==> config.mk <==
export PLATFORM = sky130hd
export DESIGN_NAME = gf_clmul_seq
export DESIGN_NICKNAME = d
export VERILOG_FILES = /design/src/rtl/gf_pkg.sv /design/src/rtl/gf_clmul_step.sv /design/src/rtl/gf_clmul_seq.sv
export SDC_FILE = /design/constraint.sdc
export NUM_CORES = 1
export LEC_CHECK = 0
export CAP_MARGIN = 10
export CORE_MARGIN = 2
export CORE_UTILIZATION = 59
export CTS_BUF_LIST = sky130_fd_sc_hd__clkbuf_4 sky130_fd_sc_hd__clkbuf_8
export CTS_CLUSTER_DIAMETER = 30
export DETAILED_ROUTE_END_ITERATION = 8
export DONT_BUFFER_PORTS = 1
export PLACE_DENSITY = 0.78
export SLEW_MARGIN = 30
export SYNTH_ARGS = -nofsm -noshare
export SYNTH_HDL_FRONTEND = slang
export SYNTH_SLANG_ARGS = --single-unit
==> constraint.sdc <==
create_clock -name clk -period 2.4 [get_ports clk]
set_input_delay 0.48 -clock clk [delete_from_list [all_inputs] [get_ports clk]]
set_output_delay 0.48 -clock clk [all_outputs]
set_load 0.05 [all_outputs]
==> src/rtl/gf_pkg.sv <==
// Shared definitions for the GF(2)[x] multiplier and reduction stages:
// FSM state encoding and the polyn_grade port width helper.
package gf_pkg;

    typedef enum logic [1:0] {
        IDLE = 2'd0,
        BUSY = 2'd1,
        DONE = 2'd2
    } gf_state_e;

    // Width of a polyn_grade port for field width m (holds 0..m inclusive).
    function automatic int GF_GRADE_W(input int m);
        return $clog2(m) + 1;
    endfunction

endpackage

==> src/rtl/gf_clmul_step.sv <==
// One shift-and-XOR step of a carry-less multiply:
// acc_o = acc_i ^ (bit_i ? a_i << sh : 0).
module gf_clmul_step #(
    parameter int unsigned DATA_WIDTH = 8,
    parameter int unsigned SH_W       = 4
) (
    input  logic [2*DATA_WIDTH-1:0] acc_i,
    input  logic [DATA_WIDTH-1:0]   a_i,
    input  logic                    bit_i,
    input  logic [SH_W-1:0]         sh,
    output logic [2*DATA_WIDTH-1:0] acc_o
);

    // Conditionally fold the shifted multiplicand into the accumulator.
    always_comb begin
        acc_o = acc_i;
        if (bit_i) begin
            acc_o = acc_i ^ ({{DATA_WIDTH{1'b0}}, a_i} << sh);
        end
    end

endmodule

==> src/rtl/gf_clmul_seq.sv <==
// Sequential carry-less multiplier producing the unreduced product a*b over
// GF(2)[x]. Operands are masked to the low polyn_grade bits at start.
// Build option: define GF_CLMUL_2BIT_EN to consume two multiplier bits per
// cycle (two chained step instances); products are identical either way.
module gf_clmul_seq
    import gf_pkg::*;
#(
    parameter int unsigned DATA_WIDTH = 8
) (
    input  logic                                clk,
    input  logic                                rst_n,
    input  logic                                op_enable,
    input  logic [GF_GRADE_W(DATA_WIDTH)-1:0]   polyn_grade,
    input  logic [DATA_WIDTH-1:0]               a_in,
    input  logic [DATA_WIDTH-1:0]               b_in,
    output logic [2*DATA_WIDTH-1:0]             out,
    output logic                                op_finish
);

    localparam int GW = GF_GRADE_W(DATA_WIDTH);
    localparam int CW = GW + 1;
    localparam int PW = 2 * DATA_WIDTH;
`ifdef GF_CLMUL_2BIT_EN
    localparam int STEP = 2;
`else
    localparam int STEP = 1;
`endif

    gf_state_e             state_q, state_d;
    logic [DATA_WIDTH-1:0] a_q, a_d;
    logic [DATA_WIDTH-1:0] b_q, b_d;
    logic [GW-1:0]         g_q, g_d;
    logic [GW-1:0]         cnt_q, cnt_d;
    logic [PW-1:0]         acc_q, acc_d;
    logic [PW-1:0]         out_d;
    logic                  fin_d;

    logic [DATA_WIDTH-1:0] mask;
    logic [GW-1:0]         g_clamped;
    logic [STEP-1:0]       b_bits;
    logic [CW-1:0]         cnt_ext;
    logic [CW-1:0]         g_ext;
    logic [CW-1:0]         cnt_next;
    logic                  bit0;
    logic [PW-1:0]         step_acc;

    // Operand mask and effective degree derived from the requested grade.
    always_comb begin
        mask      = '1;
        g_clamped = GW'(DATA_WIDTH);
        if (polyn_grade < GW'(DATA_WIDTH)) begin
            mask      = (DATA_WIDTH'(1) << polyn_grade) - DATA_WIDTH'(1);
            g_clamped = polyn_grade;
        end
    end

    assign b_bits   = STEP'(b_q >> cnt_q);
    assign cnt_ext  = {1'b0, cnt_q};
    assign g_ext    = {1'b0, g_q};
    assign cnt_next = cnt_ext + CW'(STEP);
    // Bits at or beyond g_eff never contribute (they are masked anyway, but
    // the gate also keeps the shift index inside the operand).
    assign bit0     = (cnt_ext < g_ext) & b_bits[0];

`ifdef GF_CLMUL_2BIT_EN
    logic          bit1;
    logic [GW-1:0] sh1;
    logic [PW-1:0] mid_acc;

    // Upper step is gated off on the final cycle of an odd-length operation.
    assign bit1 = ((cnt_ext + CW'(1)) < g_ext) & b_bits[1];
    assign sh1  = cnt_q + GW'(1);

    gf_clmul_step #(.DATA_WIDTH(DATA_WIDTH), .SH_W(GW)) u_step0 (
        .acc_i (acc_q),
        .a_i   (a_q),
        .bit_i (bit0),
        .sh    (cnt_q),
        .acc_o (mid_acc)
    );

    gf_clmul_step #(.DATA_WIDTH(DATA_WIDTH), .SH_W(GW)) u_step1 (
        .acc_i (mid_acc),
        .a_i   (a_q),
        .bit_i (bit1),
        .sh    (sh1),
        .acc_o (step_acc)
    );
`else
    gf_clmul_step #(.DATA_WIDTH(DATA_WIDTH), .SH_W(GW)) u_step0 (
        .acc_i (acc_q),
        .a_i   (a_q),
        .bit_i (bit0),
        .sh    (cnt_q),
        .acc_o (step_acc)
    );
`endif

    // Next-state and next-register logic for the IDLE/BUSY/DONE sequencer.
    always_comb begin
        state_d = state_q;
        a_d     = a_q;
        b_d     = b_q;
        g_d     = g_q;
        cnt_d   = cnt_q;
        acc_d   = acc_q;
        out_d   = out;
        fin_d   = op_finish;
        unique case (state_q)
            IDLE: begin
                if (op_enable) begin
                    a_d     = a_in & mask;
                    b_d     = b_in & mask;
                    g_d     = g_clamped;
                    cnt_d   = '0;
                    acc_d   = '0;
                    state_d = BUSY;
                end
            end
            BUSY: begin
                if (!op_enable) begin
                    fin_d   = 1'b0;
                    state_d = IDLE;
                end else begin
                    acc_d = step_acc;
                    cnt_d = cnt_next[GW-1:0];
                    // g_eff = 0 also lands here on the first BUSY edge.
                    if (cnt_next >= g_ext) begin
                        out_d   = step_acc;
                        fin_d   = 1'b1;
                        state_d = DONE;
                    end
                end
            end
            DONE: begin
                if (!op_enable) begin
                    fin_d   = 1'b0;
                    state_d = IDLE;
                end
            end
            default: begin
                state_d = IDLE;
            end
        endcase
    end

    // State register with synchronous active-low reset.
    always_ff @(posedge clk) begin
        if (!rst_n) begin
            state_q <= IDLE;
        end else begin
            state_q <= state_d;
        end
    end

    // Datapath and output registers with synchronous active-low reset.
    always_ff @(posedge clk) begin
        if (!rst_n) begin
            a_q       <= '0;
            b_q       <= '0;
            g_q       <= '0;
            cnt_q     <= '0;
            acc_q     <= '0;
            out       <= '0;
            op_finish <= 1'b0;
        end else begin
            a_q       <= a_d;
            b_q       <= b_d;
            g_q       <= g_d;
            cnt_q     <= cnt_d;
            acc_q     <= acc_d;
            out       <= out_d;
            op_finish <= fin_d;
        end
    end

endmodule

* Yosys cells after proc, flatten, opt, wreduce, memory -nomap -nowiden
Index checks and enable logic that the tools add are counted.
** Word-level totals
- Flip-flop bits (word level) :: 59
- Latch bits :: 0
- RAM bits :: 0
- ROM bits :: 0
- Input port bits :: 23
- Output and inout port bits :: 17
- Logic and storage cells :: 52
- Memories :: 0
** Cells by class
- Add/sub/neg operators :: 2
- Multipliers :: 0
- Div/mod/pow operators :: 0
- Magnitude comparators :: 3
- Equal/unequal tests :: 6
- Shift operators :: 3
- Multiplexer cells :: 18
- Bitwise operators :: 4
- Reductions and logical operators :: 8
** Operators by type and width (number)
- 16-bit 2-to-1 mux :: 3
- 16-bit one-hot mux with 2 select lines :: 1
- 8-bit AND :: 2
- 8-bit by 4-bit << shifter with 16-bit output :: 1
- 16-bit XOR :: 1
- 4-bit 2-to-1 mux :: 3
- 3-bit AND reduction :: 4
- 2-bit 2-to-1 mux :: 4
- 8-bit 2-to-1 mux :: 1
- 4-bit one-hot mux with 2 select lines :: 1
- 1-bit by 4-bit << shifter with 8-bit output, first input constant :: 1
- 8-bit by 4-bit >> shifter with 1-bit output :: 1
- 8-bit by 2-bit subtractor with 8-bit output, second input constant :: 1
- 2-bit != test, second input constant :: 3
- 2-bit one-hot mux with 3 select lines :: 1
- 4-bit by 1-bit adder with 5-bit output, second input constant :: 1
- 5-bit by 4-bit greater-or-equal comparator with 1-bit output :: 1
- 4-bit < comparator :: 1
- 4-bit < comparator, second input constant :: 1
- 2-bit nonzero test :: 2
- 1-bit 2-to-1 mux :: 3
- 3-bit != test, second input constant :: 1
- 2-bit by 1-bit == test with 1-bit output, second input constant :: 1
- 2-bit == test, second input constant :: 1
- other kinds (4) :: 4

* Depth between registers and ports, before layout
- Depth after elaboration :: 5
- Depth in mapped cells :: 11
- Gate-level depth less buffers :: 8

* Cells and area by module
A second synthesis with hierarchy kept.
** Second synthesis, totals
- Cells, all modules :: 404
- Area total of the unflattened synthesis :: 3469.6 um^2
** Modules (own cells, without submodules)
- gf_clmul_seq :: instances 1, cells an instance 307, area an instance 2715.1 um^2, seq. area each 1181.1 um^2
- gf_clmul_step :: instances 1, cells an instance 97, area an instance 754.5 um^2, seq. area each 0.0 um^2

* Worst setup path after synthesis
OpenSTA, ideal clock, no wires.
- Path kind :: flip-flop to flip-flop
- Start :: register cnt_q[1]
- End :: register out[10]
- Library setup time :: 0.070 ns
- Arrival :: 2.434 ns
- Data required time :: 2.330 ns
- Slack :: -0.104 ns
- Stages on the path, launching flop included :: 12
- Buffers on the path :: 4
- Period minus slack after synthesis :: 2.504 ns
- Cells stage by stage :: dfxtp_1 buf_6 buf_2 buf_1 nand3_1 xnor2_1 ha_1 o21ai_0 a21boi_1 clkbuf_1 o21ai_0 a21oi_1
** Between the ends
- Word-level cells in the longest chain between the ends :: 3
- Elaborated cells between the ends (all ways) :: 9
- Those cells by class :: add/sub: 1; order compare: 2; shift: 2; mux: 1; bitwise: 2; reduce/logical: 1
** RTL lines
- from (decl) :: line gf_clmul_seq.sv:33 : logic [GW-1:0] cnt_q, cnt_d;
- from (signal assigned) :: line gf_clmul_seq.sv:170 : cnt_q <= cnt_d;
- 4-bit by 1-bit adder with 5-bit output (tied with other cells) :: line gf_clmul_seq.sv:60 : assign cnt_next = cnt_ext + CW'(STEP);
- 5-bit by 4-bit greater-or-equal comparator with 1-bit output (tied with other cells) :: line gf_clmul_seq.sv:128 : if (cnt_next >= g_ext) begin
- 3-bit AND reduction (no source line) or 16-bit 2-to-1 mux (tied branches)
- to (signal assigned) :: line gf_clmul_seq.sv:172 : out <= out_d;
- to (decl) :: line gf_clmul_seq.sv:16 : output logic [2*DATA_WIDTH-1:0] out,
Several ways; a longest one is shown, not always the timed one.
A chain may end at the register's enable or synchronous reset.

* Final worst setup path
- Start :: register g_q[1]
- End :: register acc_q[0]
** Between the ends
- Word-level cells in the longest chain between the ends :: 5
** RTL lines
- from (decl) :: line gf_clmul_seq.sv:32 : logic [GW-1:0] g_q, g_d;
- from (signal assigned) :: line gf_clmul_seq.sv:169 : g_q <= g_d;
- 4-bit < comparator :: line gf_clmul_seq.sv:63 : assign bit0 = (cnt_ext < g_ext) & b_bits[0];
- 1-bit AND :: line gf_clmul_seq.sv:63
- 16-bit 2-to-1 mux :: line gf_clmul_step.sv:17 : if (bit_i) begin
- 16-bit 2-to-1 mux :: line gf_clmul_seq.sv:121 : if (!op_enable) begin
- 16-bit one-hot mux with 2 select lines :: line gf_clmul_seq.sv:109 : unique case (state_q)
- to (signal assigned) :: line gf_clmul_seq.sv:163 : acc_q <= '0;
- to (signal assigned) :: line gf_clmul_seq.sv:171 : acc_q <= acc_d;
- to (decl) :: line gf_clmul_seq.sv:34 : logic [PW-1:0] acc_q, acc_d;
No other way between the ends. The select of a mux whose other input is x is not followed.

==> results.yml <==
run_status:
  status: "completed"
clock_tree:
  h-tree-depth: 3
  tritoncts: "done"
  post-cts-setup-buffers: 0
  cts_buffer_depth: 2
  path_clk_slew_ns: 0.07
  numCtsBuffers: 9
  cts_root_buffer: "clkbuf_8"
  insertion_delay_ns: 0.34
  cts_num_sinks: 59
placement:
  dp.cells: 454
  placed_area_um2: 3300
  numPortBuffers: 0
  place_ws_ns: 0.0778
  globalplace.congestion: 0.927
  hpwl_mm: 5.22
worst_hold_path:
  hp-class: "in -> reg"
  min-delay-start: "rst_n"
die:
  dieArea_um2: 6030
  fp.dieH_um: 77.6
  start_util_pct: 61.9
  coreArea_um2: 5170
  rows: 26
  ioPinCount: 40
  die-width_um: 77.6
timing:
  finalSetupViolCount: 0
  fin_crit_sh_pct: 92.6
  hold_slack_ns: 0.266
  hold_viol: 0
  layout_setup_ws_ns: 0.177
  fmax_mhz: 450
  rsz0062_at_grt: "no"
  finalMaxSlewViolations: 0
  worst_pin_slew_ns: 0.519
  finalWorstPathRequiredPeriod_ns: 2.22
  tns_ns: 0
  skew_ns: 0.0117
  max-slew-margin-rel_pct: 65.4
setup_path:
  cp.arrival_ns: 2.50
  cp-start-kind: "register"
  reg2reg_depth: 8
  crit_family: "simple AND/OR/NAND/NOR gates"
  max_stage_delay_ns: 0.45
  crit_end: "acc_q[0]"
  cp.required_ns: 2.67
  crit_path_start: "g_q[1]"
  critPathCaptureType: "register"
  reg2reg_to: "acc_q[0]"
  crit_type: "reg -> reg"
  timing.rr.start: "g_q[1]"
  worst_path_max_delay_cell: "or4_4"
  reg2reg_setup_slack_ns: 0.18
  crit_cells: 8
  cp.buffers_inverters: 1
  cp_cell_sequence: "inv_1 -> ha_1 -> nor2b_1 -> o31ai_4 -> nand3_2 -> or4_4 -> or4_1 -> a31oi_1"
  cp_max_fo: 4
route:
  drt-vias-per-instance: 6.05
  drt_wl_total_mm: 7.36
  ant_nets: 0
  drc_errors: 0
  wire_per_inst_um: 15.7
  dr.pass1.iters: 5
  num_vias: 2844
  drt_iter0_markers: 226
global_routing:
  grt_pass1_wl_mm: 12.4
  grt_pass1_vias: 2546
  antenna_found_initial: 0
  gr-total-overflow: 0
  grt_max_degree: 29
  grt_use_total_pct: 26.1
synth:
  synthCells: 393
  synth.top_cells.by_area: "dfxtp_1 (37%), a21oi_1 (7.2%), mux2i_1 (5.0%)"
  ys_ff_latch: 59
  ys_async_sr_fraction_pct: 0
  synth.avg_cell_area_um2: 8.14
  ys_seq_area_share_pct: 36.9
  syn_nets: 426
  synth_edf_count: 0
  yosysTopAreaCell: "dfxtp_1"
  ys_types: 49
  post-synth-top-count-cell: "dfxtp_1"
  synth_top_area_share_pct: 36.9
  synth_ff_type: "dfxtp_1"
  netlist_top_cells_count: "dfxtp_1 (59), a21oi_1 (46), nor2_1 (39)"
  yosysWarnings: 0
  synth_area_um2: 3200
power_and_ir_drop:
  p_per_area_nw_per_um2: 609
  peakVddDrop_uv: 472
  finalPower_mw: 2.12
  p_leak_nw: 1.21
layout:
  drive_above_1_share_pct: 11.0
  fin_nets: 428
  diodes: 0
  stdcell_area_um2: 3480
  fillers: 435
  area_growth_pct: 8.84
  post-route-util_pct: 67.3
  finalNonFillerCells: 470
flow_run:
  maxCapViolations: 0
## metal layers
layer  global-route usage [%]  wire (um)  share of wire, %
met5                        0          0                 0
met4                     10.7        121               1.6
met3                     7.09        463               6.3
met2                     38.3       3300                45
met1                     36.2       3470                47
## cell type report
type | count | area [um2] | area share, %
well taps | 70 | 87.6 | 2.52
repair buffers | 15 | 116 | 3.34
clock inverters | 5 | 28.8 | 0.826
multi-input cells | 297 | 1870 | 53.8
inverters | 13 | 48.8 | 1.40
clock buffers | 11 | 145 | 4.17
flip-flops and latches | 59 | 1180 | 34.0
## power breakdown
group,leakage (nW),total (mW),switching (mW),internal (mW)
Combinational,0.637,0.206,0.124,0.0822
Sequential,0.480,1.10,0.0850,1.02
Clock,0.0963,0.811,0.402,0.408
## kinds of logic (layout without fill, tap and decap cells)
family	Yosys count	after routing	synth area share, %
AOI/OAI and AO/OA	123	123	23.4
adders and majority gates	10	10	3.91
xor gates and xnor gates	19	19	5.20
DFF	59	59	36.9
buffers and inverters	37	44	4.69
muxes	20	20	6.77
and+or+nand+nor	125	125	19.1
## worst min path at each step
stage	cells past startpoint	slack [ns]	end
global placement	2	0.45	g_q[3]
finish	2	0.27	out[0]
global route	2	0.27	out[9]
CTS	2	0.26	out[0]
floorplan	2	0.43	b_q[7]
detailed placement	2	0.45	b_q[0]
## worst reg2reg max path, delay by kind of cell (launching register included)
kind	cells	cell delay (ns)
DFF	1	0.30
and+or+nand+nor	4	1.15
adders and majority gates	1	0.29
buffers and inverters	1	0.07
AOI/OAI and AO/OA	2	0.34
## placed cells by master (no fill, tap or decap), drive strengths merged, types with 10 or more instances in the layout
| cell type | n |
|---|---|
| mux2i | 16 |
| inv | 12 |
| nor2 | 39 |
| ha | 10 |
| nand2b | 10 |
| a22oi | 10 |
| a31oi | 16 |
| dfxtp | 59 |
| clkbuf | 11 |
| buf | 15 |
| nand3 | 14 |
| xnor2 | 14 |
| o21ai | 27 |
| nand2 | 28 |
| nor3 | 10 |
| a21oi | 46 |
## registers in the layout, summed over array words and instances (netlist names)
name       count
acc_q         16
out           16
a_q            8
b_q            8
cnt_q          4
g_q            4
state_q        2
op_finish      1
## what timing repair did
item | CTS | global route
setup endpoints to repair | 0 | 17
hold buffers | 0 | 0
resized for setup | 0 | 4
hold endpoints to repair | 0 | 0
Note: power is estimated with default switching activity, not from simulation.
